`src/rtl/alu_issue_unit_if.sv`:
```
// Request, response and ALU operand/result signals of the ALU issue unit.
// The issue unit is the initiator towards the ALU, so it uses the master modport.
interface alu_issue_unit_if #(
  parameter int DEPTH = 4
) ();
  localparam int CW = $clog2(DEPTH) + 1;

  logic          req_valid;
  logic          req_ready;
  logic [1:0]    req_mode;
  logic [2:0]    req_a;
  logic [2:0]    req_b;
  logic          req_cin;

  logic          alu_m0;
  logic          alu_m1;
  logic [2:0]    alu_a;
  logic [2:0]    alu_b;
  logic          alu_cin;
  logic          alu_cout;
  logic [2:0]    alu_out;

  logic          rsp_valid;
  logic          rsp_ready;
  logic [3:0]    rsp_result;
  logic [1:0]    rsp_mode;
  logic [CW-1:0] fifo_count;

  modport master (
    input  req_valid, req_mode, req_a, req_b, req_cin,
    output req_ready,
    output alu_m0, alu_m1, alu_a, alu_b, alu_cin,
    input  alu_cout, alu_out,
    output rsp_valid, rsp_result, rsp_mode, fifo_count,
    input  rsp_ready
  );

  modport slave (
    output req_valid, req_mode, req_a, req_b, req_cin,
    input  req_ready,
    input  alu_m0, alu_m1, alu_a, alu_b, alu_cin,
    output alu_cout, alu_out,
    input  rsp_valid, rsp_result, rsp_mode, fifo_count,
    output rsp_ready
  );
endinterface

```
`src/rtl/alu_issue_unit.sv`:
```
// Queues ALU requests in a FIFO, drives them one at a time into the combinational
// ALU and holds each captured result in a valid/ready response register.
module alu_issue_unit #(
  parameter int DEPTH = 4
) (
  input  logic           clk,
  input  logic           rst_n,
  alu_issue_unit_if.master bus
);
  localparam int PW = $clog2(DEPTH);
  localparam int CW = PW + 1;

  typedef struct packed {
    logic [1:0] mode;
    logic [2:0] a;
    logic [2:0] b;
    logic       cin;
  } op_t;

  typedef enum logic [1:0] {
    IDLE  = 2'd0,
    DRIVE = 2'd1,
    RESP  = 2'd2
  } state_t;

  state_t        state_q, state_d;
  op_t           fifo_mem_q [DEPTH];
  logic [PW-1:0] wr_ptr_q, wr_ptr_d;
  logic [PW-1:0] rd_ptr_q, rd_ptr_d;
  logic [CW-1:0] count_q, count_d;
  op_t           op_q, op_d;
  logic          rsp_valid_q, rsp_valid_d;
  logic [3:0]    rsp_result_q, rsp_result_d;
  logic [1:0]    rsp_mode_q, rsp_mode_d;

  logic          req_ready;
  logic          push;
  logic          pop;
  logic          fifo_nonempty;
  op_t           req_op;
  op_t           head_op;

  // The full check uses the registered count, so a pop in the same cycle never frees a slot early.
  assign req_ready     = rst_n && (count_q < CW'(DEPTH));
  assign push          = bus.req_valid && req_ready;
  assign fifo_nonempty = (count_q != '0);
  assign req_op        = '{mode: bus.req_mode, a: bus.req_a, b: bus.req_b, cin: bus.req_cin};
  assign head_op       = fifo_mem_q[rd_ptr_q];

  always_comb begin
    state_d      = state_q;
    pop          = 1'b0;
    op_d         = op_q;
    rsp_valid_d  = rsp_valid_q;
    rsp_result_d = rsp_result_q;
    rsp_mode_d   = rsp_mode_q;
    case (state_q)
      IDLE: begin
        if (fifo_nonempty) begin
          pop     = 1'b1;
          op_d    = head_op;
          state_d = DRIVE;
        end
      end
      DRIVE: begin
        rsp_result_d = {bus.alu_cout, bus.alu_out};
        rsp_mode_d   = op_q.mode;
        rsp_valid_d  = 1'b1;
        state_d      = RESP;
      end
      RESP: begin
        if (rsp_valid_q && bus.rsp_ready) begin
          rsp_valid_d = 1'b0;
          if (fifo_nonempty) begin
            pop     = 1'b1;
            op_d    = head_op;
            state_d = DRIVE;
          end else begin
            state_d = IDLE;
          end
        end
      end
      default: state_d = IDLE;
    endcase
  end

  always_comb begin
    wr_ptr_d = push ? wr_ptr_q + PW'(1) : wr_ptr_q;
    rd_ptr_d = pop  ? rd_ptr_q + PW'(1) : rd_ptr_q;
    count_d  = count_q;
    case ({push, pop})
      2'b10:   count_d = count_q + CW'(1);
      2'b01:   count_d = count_q - CW'(1);
      default: count_d = count_q;
    endcase
  end

  always_ff @(posedge clk or negedge rst_n) begin
    if (!rst_n) begin
      state_q      <= IDLE;
      wr_ptr_q     <= '0;
      rd_ptr_q     <= '0;
      count_q      <= '0;
      op_q         <= '0;
      rsp_valid_q  <= 1'b0;
      rsp_result_q <= '0;
      rsp_mode_q   <= '0;
    end else begin
      state_q      <= state_d;
      wr_ptr_q     <= wr_ptr_d;
      rd_ptr_q     <= rd_ptr_d;
      count_q      <= count_d;
      op_q         <= op_d;
      rsp_valid_q  <= rsp_valid_d;
      rsp_result_q <= rsp_result_d;
      rsp_mode_q   <= rsp_mode_d;
    end
  end

  // Storage needs no reset: the pointers and count decide which entries are live.
  always_ff @(posedge clk) begin
    if (push) begin
      fifo_mem_q[wr_ptr_q] <= req_op;
    end
  end

  assign bus.req_ready  = req_ready;
  assign bus.alu_m1     = op_q.mode[1];
  assign bus.alu_m0     = op_q.mode[0];
  assign bus.alu_a      = op_q.a;
  assign bus.alu_b      = op_q.b;
  assign bus.alu_cin    = op_q.cin;
  assign bus.rsp_valid  = rsp_valid_q;
  assign bus.rsp_result = rsp_result_q;
  assign bus.rsp_mode   = rsp_mode_q;
  assign bus.fifo_count = count_q;

  count_bounded_a : assert property (@(posedge clk) disable iff (!rst_n)
    count_q <= CW'(DEPTH));

  rsp_hold_a : assert property (@(posedge clk) disable iff (!rst_n)
    (rsp_valid_q && !bus.rsp_ready) |=>
      (rsp_valid_q && $stable(rsp_result_q) && $stable(rsp_mode_q)));

  pop_nonempty_a : assert property (@(posedge clk) disable iff (!rst_n)
    pop |-> fifo_nonempty);
endmodule
```
`src/flat_wrapper.sv`:
```
// flat-port wrapper written by rule: the top's interface ports become plain ports
module alu_issue_unit_flat 
#(
  parameter int DEPTH = 4
)
  (clk, rst_n, bus_req_valid, bus_req_mode, bus_req_a, bus_req_b, bus_req_cin, bus_req_ready, bus_alu_m0, bus_alu_m1, bus_alu_a, bus_alu_b, bus_alu_cin, bus_alu_cout, bus_alu_out, bus_rsp_valid, bus_rsp_result, bus_rsp_mode, bus_fifo_count, bus_rsp_ready);
  alu_issue_unit_if #(.DEPTH(DEPTH)) bus_i ();
  input  logic clk;
  input  logic rst_n;
  input wire logic [$bits(bus_i.req_valid)-1:0] bus_req_valid;
  input wire logic [$bits(bus_i.req_mode)-1:0] bus_req_mode;
  input wire logic [$bits(bus_i.req_a)-1:0] bus_req_a;
  input wire logic [$bits(bus_i.req_b)-1:0] bus_req_b;
  input wire logic [$bits(bus_i.req_cin)-1:0] bus_req_cin;
  output wire logic [$bits(bus_i.req_ready)-1:0] bus_req_ready;
  output wire logic [$bits(bus_i.alu_m0)-1:0] bus_alu_m0;
  output wire logic [$bits(bus_i.alu_m1)-1:0] bus_alu_m1;
  output wire logic [$bits(bus_i.alu_a)-1:0] bus_alu_a;
  output wire logic [$bits(bus_i.alu_b)-1:0] bus_alu_b;
  output wire logic [$bits(bus_i.alu_cin)-1:0] bus_alu_cin;
  input wire logic [$bits(bus_i.alu_cout)-1:0] bus_alu_cout;
  input wire logic [$bits(bus_i.alu_out)-1:0] bus_alu_out;
  output wire logic [$bits(bus_i.rsp_valid)-1:0] bus_rsp_valid;
  output wire logic [$bits(bus_i.rsp_result)-1:0] bus_rsp_result;
  output wire logic [$bits(bus_i.rsp_mode)-1:0] bus_rsp_mode;
  output wire logic [$bits(bus_i.fifo_count)-1:0] bus_fifo_count;
  input wire logic [$bits(bus_i.rsp_ready)-1:0] bus_rsp_ready;
  assign bus_i.req_valid = bus_req_valid;
  assign bus_i.req_mode = bus_req_mode;
  assign bus_i.req_a = bus_req_a;
  assign bus_i.req_b = bus_req_b;
  assign bus_i.req_cin = bus_req_cin;
  assign bus_req_ready = bus_i.req_ready;
  assign bus_alu_m0 = bus_i.alu_m0;
  assign bus_alu_m1 = bus_i.alu_m1;
  assign bus_alu_a = bus_i.alu_a;
  assign bus_alu_b = bus_i.alu_b;
  assign bus_alu_cin = bus_i.alu_cin;
  assign bus_i.alu_cout = bus_alu_cout;
  assign bus_i.alu_out = bus_alu_out;
  assign bus_rsp_valid = bus_i.rsp_valid;
  assign bus_rsp_result = bus_i.rsp_result;
  assign bus_rsp_mode = bus_i.rsp_mode;
  assign bus_fifo_count = bus_i.fifo_count;
  assign bus_i.rsp_ready = bus_rsp_ready;
  alu_issue_unit #(.DEPTH(DEPTH)) u_core (.clk(clk), .rst_n(rst_n), .bus(bus_i));
endmodule
```
`config.mk`:
```
export PLATFORM = sky130hd
export DESIGN_NAME = alu_issue_unit_flat
export DESIGN_NICKNAME = d
export VERILOG_FILES = /design/src/rtl/alu_issue_unit_if.sv /design/src/rtl/alu_issue_unit.sv /design/src/flat_wrapper.sv
export SDC_FILE = /design/constraint.sdc
export NUM_CORES = 1
export LEC_CHECK = 0
export ABC_CLOCK_PERIOD_IN_PS = 3100
export BUFFER_PORTS_ARGS = -buffer_cell sky130_fd_sc_hd__buf_4
export CORE_MARGIN = 4
export CORE_UTILIZATION = 50
export DETAILED_ROUTE_END_ITERATION = 8
export GPL_ROUTABILITY_DRIVEN = 1
export PLACE_DENSITY = 0.72
export REMOVE_ABC_BUFFERS = 1
export SLEW_MARGIN = 20
export SYNTH_ARGS = -nofsm -noshare
export SYNTH_HDL_FRONTEND = slang
export SYNTH_SLANG_ARGS = --single-unit
```
`constraint.sdc`:
```
create_clock -name clk -period 3.1 [get_ports clk]
set_clock_uncertainty 0.05 [all_clocks]
set_input_delay 0 -clock clk [delete_from_list [all_inputs] [get_ports clk]]
set_output_delay 0 -clock clk [all_outputs]
set_load 0.02 [all_outputs]
```
# Word-level counts from Yosys, hierarchy flattened
# Memory sizes are Yosys's and may differ from the RTL's.
# Index checks and enable logic that the tools add are counted.
# W data, S select, Z words.
op_classes:
  n_div: 0
  bitwise: 0
  order_cmp: 1
  n_mul: 0
  shifts: 0
  n_eq_ne: 6
  add_sub_neg: 4
  muxes: 15
  reduce_logical: 11
ops:
  columns: ["operator", "n"]
  rows:
  - ["$mux W9", 2]
  - ["$pmux W9 S2", 1]
  - ["$mux W1", 6]
  - ["$pmux W2 S3", 1]
  - ["$pmux W3 S2", 1]
  - ["$reduce_and A2 Y1", 3]
  - ["$reduce_bool A2 Y1", 3]
  - ["$add A2 B1 Y2 const B", 2]
  - ["$eq A2 B1 Y1 const B", 2]
  - ["$eq A2 B2 Y1 const B", 2]
  - ["$mux W2", 2]
  - ["$ne A2 B1 Y1 const B", 2]
  - ["$pmux W1 S2", 2]
  - ["$add A3 B1 Y3 const B", 1]
  - ["$logic_and A1 B1 Y1", 3]
  - ["$lt A3 B3 Y1 const B", 1]
  - ["$reduce_bool A3 Y1", 1]
  - ["$sub A3 B1 Y3 const B", 1]
  - ["$logic_not A2 Y1", 1]
totals:
  latchBits: 0
  wordCells: 49
  rom_bits: 0
  ramBits: 36
  regBits: 25
  mem_count: 1
  out_inout_bits: 20
  in_bits: 17
memory_table:
  columns: ["memory", "depth", "word_bits", "read_ports", "rd_clocked_by_memory_dff", "wr", "line_no", "source"]
  rows:
  - ["u_core.fifo_mem_q", 4, 9, 1, 0, 1, "alu_issue_unit.sv:27", "op_t fifo_mem_q [DEPTH];"]

# Logic depth before layout (Yosys ltp)
depth:
  word_depth: 6
  ltp_mapped: 8
  mapped_depth_nobuf: 8

# Worst setup path before layout
# Ideal clock, no wire load.
synth_path:
  path_type: "register to register"
  from: "register u_core.count_q[2], in the netlist u_core.bus.fifo_count[2]"
  to: "register u_core.count_q[2], in the netlist u_core.bus.fifo_count[2]"
  setup_slack_ns: 0.763
  arrival_time_ns: 2.154
  stages_incl_launch_ff: 9
  setup_time_ns: 0.134
  path_cell_list: "dfrtp_1 > nor2b_1 > and2_1 > inv_1 > ha_1 > fa_1 > xnor2_1 > nor2_1 > xor2_1"
synth_rtl:
  columns: ["element", "line_no", "source"]
  rows:
  - ["from (decl)", "alu_issue_unit.sv:30", "logic [CW-1:0] count_q, count_d;"]
  - ["from (signal assigned)", "alu_issue_unit.sv:112", "count_q <= count_d;"]
  - ["$lt A3 B3 Y1 *", "alu_issue_unit.sv:44", "assign req_ready = rst_n && (count_q < CW'(DEPTH));"]
  - ["$logic_and A1 B1 Y1 *", "alu_issue_unit.sv:44", null]
  - ["via bus_req_ready", "flat_wrapper.sv:15", "output wire logic [$bits(bus_i.req_ready)-1:0] bus_req_ready;"]
  - ["$logic_and A1 B1 Y1 *", "alu_issue_unit.sv:45", "assign push = bus.req_valid && req_ready;"]
  - ["$eq A2 B1 Y1 / $eq A2 B2 Y1 (equally long branches)", "alu_issue_unit.sv:91", "case ({push, pop})"]
  - ["$pmux W3 S2 / $reduce_bool A2 Y1 (equally long branches)", null, null]
# Mark *: on every way through the listed nets, which the timed path passes. The rest lies on a longest branch.
# A chain may end at the register's enable or synchronous reset.

# Worst setup path in the final report
layout_path:
  from: "input port rst_n"
  to: "register u_core.count_q[2], in the netlist u_core.bus.fifo_count[2]"
layout_via:
  elab_chain_cells: 4
layout_lines:
  columns: ["element", "line_no", "source"]
  rows:
  - ["from (decl)", "flat_wrapper.sv:9", "input logic rst_n;"]
  - ["$logic_and A1 B1 Y1 *", "alu_issue_unit.sv:44", null]
  - ["$logic_and A1 B1 Y1 *", "alu_issue_unit.sv:45", null]
  - ["$eq A2 B1 Y1 / $eq A2 B2 Y1 (equally long branches)", "alu_issue_unit.sv:91", null]
  - ["$pmux W3 S2 / $reduce_bool A2 Y1 (equally long branches)", null, null]
# Every way passes the cells marked *; elsewhere a longest branch is shown, timed or not.

==> results.md <==
* 1st-iter DRT viols at between 40 and 50
* Clock-pin slew on the worst setup and hold paths at about 0.070 ns
* Synthesized cell area at 0.00243 sq mm
* Final hold vios at 0
* CP Data Arrival Time at 2.55 ns
* Total power at 3.31 mW
* Overflow after GRT at 0
* GPL Wtd Cong at around 0.74
* Starting Density at 0.514
* First-pass GRT wire length at 7210 microns
* Worst Hold Class: in -> reg
* Die height at just under 80 microns
* Setup crit end kind: flop
* Worst-path maximum fanout at 26
* Critical path type: in -> reg
* Worst Path Required at about 3.3 ns
* N_diodes at 0
* Sw frac at 0.315
* Number of synthesized register bits at 61
* Worst path buffer plus inverter count at 3
* Mean routed wirelength per cell at 17.0 microns
* Slowest cell delay on critical path at 0.53 ns
* Register area at between 0.0015 and 0.002 sq mm
* Mean Syn Cell Area at 19.6 sq um
* DR vias/cell at 5.09
* Relative slew margins at 0.574
* Share of the yosys chip area belonging to registers at 0.703
* Leak Pwr at 1.28 nW
* Hold buffers post-CTS at 15
* F_max at between 0.4 and 0.5 GHz
* Via Count at 1303
* Post_cts resized at 0
* H-tree Lvls at 3
* Pwr Density at 1050 mW/mm^2
* VDD IR max at 0.624 mV
* Share of layout cells above drive strength 1 at 0.429
* Die W at 77.7 microns
* CTS buffer count at 9
* Die area at 0.00603 sq mm
* Gate Count Post-Synth at ~120
* DRC errors left at 0
* Nets at 207
* RSZ-0062 raised after global routing: no
* Clock Sink Count at 61
* Multi-input logic area at 677 sq um
* FP Rows at 25
* Clock buffer depth at 2
* Final-report setup violation count at 0
* Drt total wl at 4340 microns
* Drt pass-1 iters at 4
* Worst-Skew Late Latency at 0.34 ns
* Setup TNS at 0 ns
* Port bufs at 36
* Worst-margin pin slew at 0.639 ns
* Slowest CP cell: dlygate4sd3_1
* Worst Setup Start Kind: input pin
* Status: complete, no violations
* Min cycle time layout at ~2.3 ns
* Ys Warns at 0
* CTS root buf: clkbuf_8
* Final Cycle Share at 0.754
* Clock power frac at 0.255
* Area Growth Syn to Fin at 30.0%
* Vias in the first global route at 1486
* Max-slew violations at 0
* Max-cap viol count at 0
* Total GRT Usage at 0.164
* Postcts setup bufs at 0
* TritonCTS clock tree: done
* P_sw at approximately 1.0 mW
* Ports at 37
* Number of fill cells in the layout at 310
* Gate power share at 0.357
* Core area at 0.00472 sq mm
* Antenna Nets Post-Route at 0
* Crit-path cells: dlygate4sd3_1 -> buf_4 -> nor2b_1 -> and2_1 -> inv_1 -> ha_1 -> fa_1 -> xnor2_1 -> nor2_1 -> xor2_1
* Int Power at 2.27 mW
* Sequential power share at 0.389
* Dpl hpwl at 2860 microns
* Largest net degree at the start of global routing at 27
* Post-synth cell types at 26
* Largest delay contributor family on the critical path: buffers and inverters
* Initial antenna violation count at 0
==> final cells by class <==
class / instances / area share
Clock inverter: 6 / 0.0353
Multi-Input combinational cell: 55 / 0.215
Clock buffer: 10 / 0.0405
Tap cell: 67 / 0.0266
Timing Repair Buffer: 52 / 0.136
Inverter: 5 / 0.00595
Sequential cell: 61 / 0.541
==> layout by cell type, fill, tap and decap left out, types with 4 or more instances in the layout <==
| master | synthesis | layout |
|---|---|---|
| clkbuf_8 | 0 | 9 |
| buf_4 | 1 | 37 |
| dfrtp_1 | 25 | 25 |
| mux2_2 | 9 | 9 |
| mux4_2 | 8 | 8 |
| mux2_4 | 8 | 8 |
| edfxtp_1 | 36 | 36 |
| dlygate4sd3_1 | 0 | 15 |
| and3_1 | 4 | 4 |
| inv_1 | 5 | 5 |
| ha_1 | 5 | 5 |
==> power groups by stage <==
stage               registers [mW]  clock network [mW]  logic, mW
floorplan                     1.41                   0      0.651
global placement              1.29                   0       1.13
detailed placement            1.31                   0       1.17
CTS                           1.29               0.855       1.20
global route                  1.33               0.895       1.27
finish                        1.29               0.844       1.18
==> metal layers <==
metal / up-vias / share of wire / track usage / wire [microns]
li1: 587 / - / - / -
met1: 676 / 0.39 / 0.179 / 1700
met2: 27 / 0.54 / 0.277 / 2340
met3: 13 / 0.041 / 0.0452 / 178
met4: 0 / 0.029 / 0.110 / 125
met5: - / 0 / 0 / 0
==> worst register-to-register path, cell delays in order, from the launching register on <==
cell,delay [ns]
dfrtp_1,0.44
nor2b_1,0.31
and2_1,0.25
inv_1,0.06
ha_1,0.22
fa_1,0.39
xnor2_1,0.14
nor2_1,0.12
xor2_1,0.16
==> per-stage QoR <==
step	area [sq um]	utilization	hold WS (ns)	setup WS [ns]	instances
floorplan	2400	-	-0.346	0.635	121
finish	3150	0.668	0.0228	0.762	256
global route	3150	0.668	0.0398	0.567	256
global placement	2760	0.585	-0.130	1.01	225
detailed placement	2760	0.585	-0.125	0.905	225
CTS	3150	0.668	0.00590	0.747	256
==> final timing paths <==
kind                                          start                        to  slack [ns]  cells after the start
max in group asynchronous                     rst_n        u_core.wr_ptr_q[0]        2.69                      2
min reg2reg                u_core.bus.rsp_result[2]  u_core.bus.rsp_result[2]        0.47                      1
max                                           rst_n  u_core.bus.fifo_count[2]        0.76                     10
max reg2reg                u_core.bus.fifo_count[2]  u_core.bus.fifo_count[2]        0.89                      8
min                                   bus_req_valid        u_core.wr_ptr_q[0]        0.02                      3
min in group asynchronous                     rst_n       u_core.bus.alu_a[0]        0.05                      2
==> cells by family (layout without fill, tap and decap cells) <==
logic type	Yosys count	after routing	synth area share
flip-flops	61	61	0.703
multiplexers	26	26	0.176
AND/OR/NAND/NOR	13	13	0.0351
buffers and inverters	8	73	0.0175
adder cells (fa/ha/maj)	6	6	0.0340
XOR/XNOR	6	6	0.0217
AO/OA/AOI/OAI	4	4	0.0119
==> cell usage after synthesis, drive strengths merged <==
cell type	count	area (sq um)
a21boi	1	11.3
a21o	1	7.51
a21oi	2	10.0
and2	1	6.26
and3	4	25.0
buf	2	18.8
clkbuf	1	5.00
dfrtp	25	626
edfxtp	36	1080
fa	1	20.0
ha	5	62.6
inv	5	18.8
mux2	17	221
mux4	9	206
nand2	1	3.75
nor2	2	10.0
nor2b	1	6.26
nor3	3	25.0
nor4b	1	8.76
xnor2	3	26.3
xor2	3	26.3
==> registers in the layout, indices dropped and copies added (netlist names) <==
register	count
u_core.fifo_mem_q	36
u_core.bus.rsp_result	4
u_core.bus.alu_a	3
u_core.bus.alu_b	3
u_core.bus.fifo_count	3
u_core.bus.rsp_mode	2
u_core.rd_ptr_q	2
u_core.state_q	2
u_core.wr_ptr_q	2
u_core.bus.alu_cin	1
u_core.bus.alu_m0	1
u_core.bus.alu_m1	1
u_core.bus.rsp_valid	1
No activity file was read; power rests on OpenSTA's default activity.
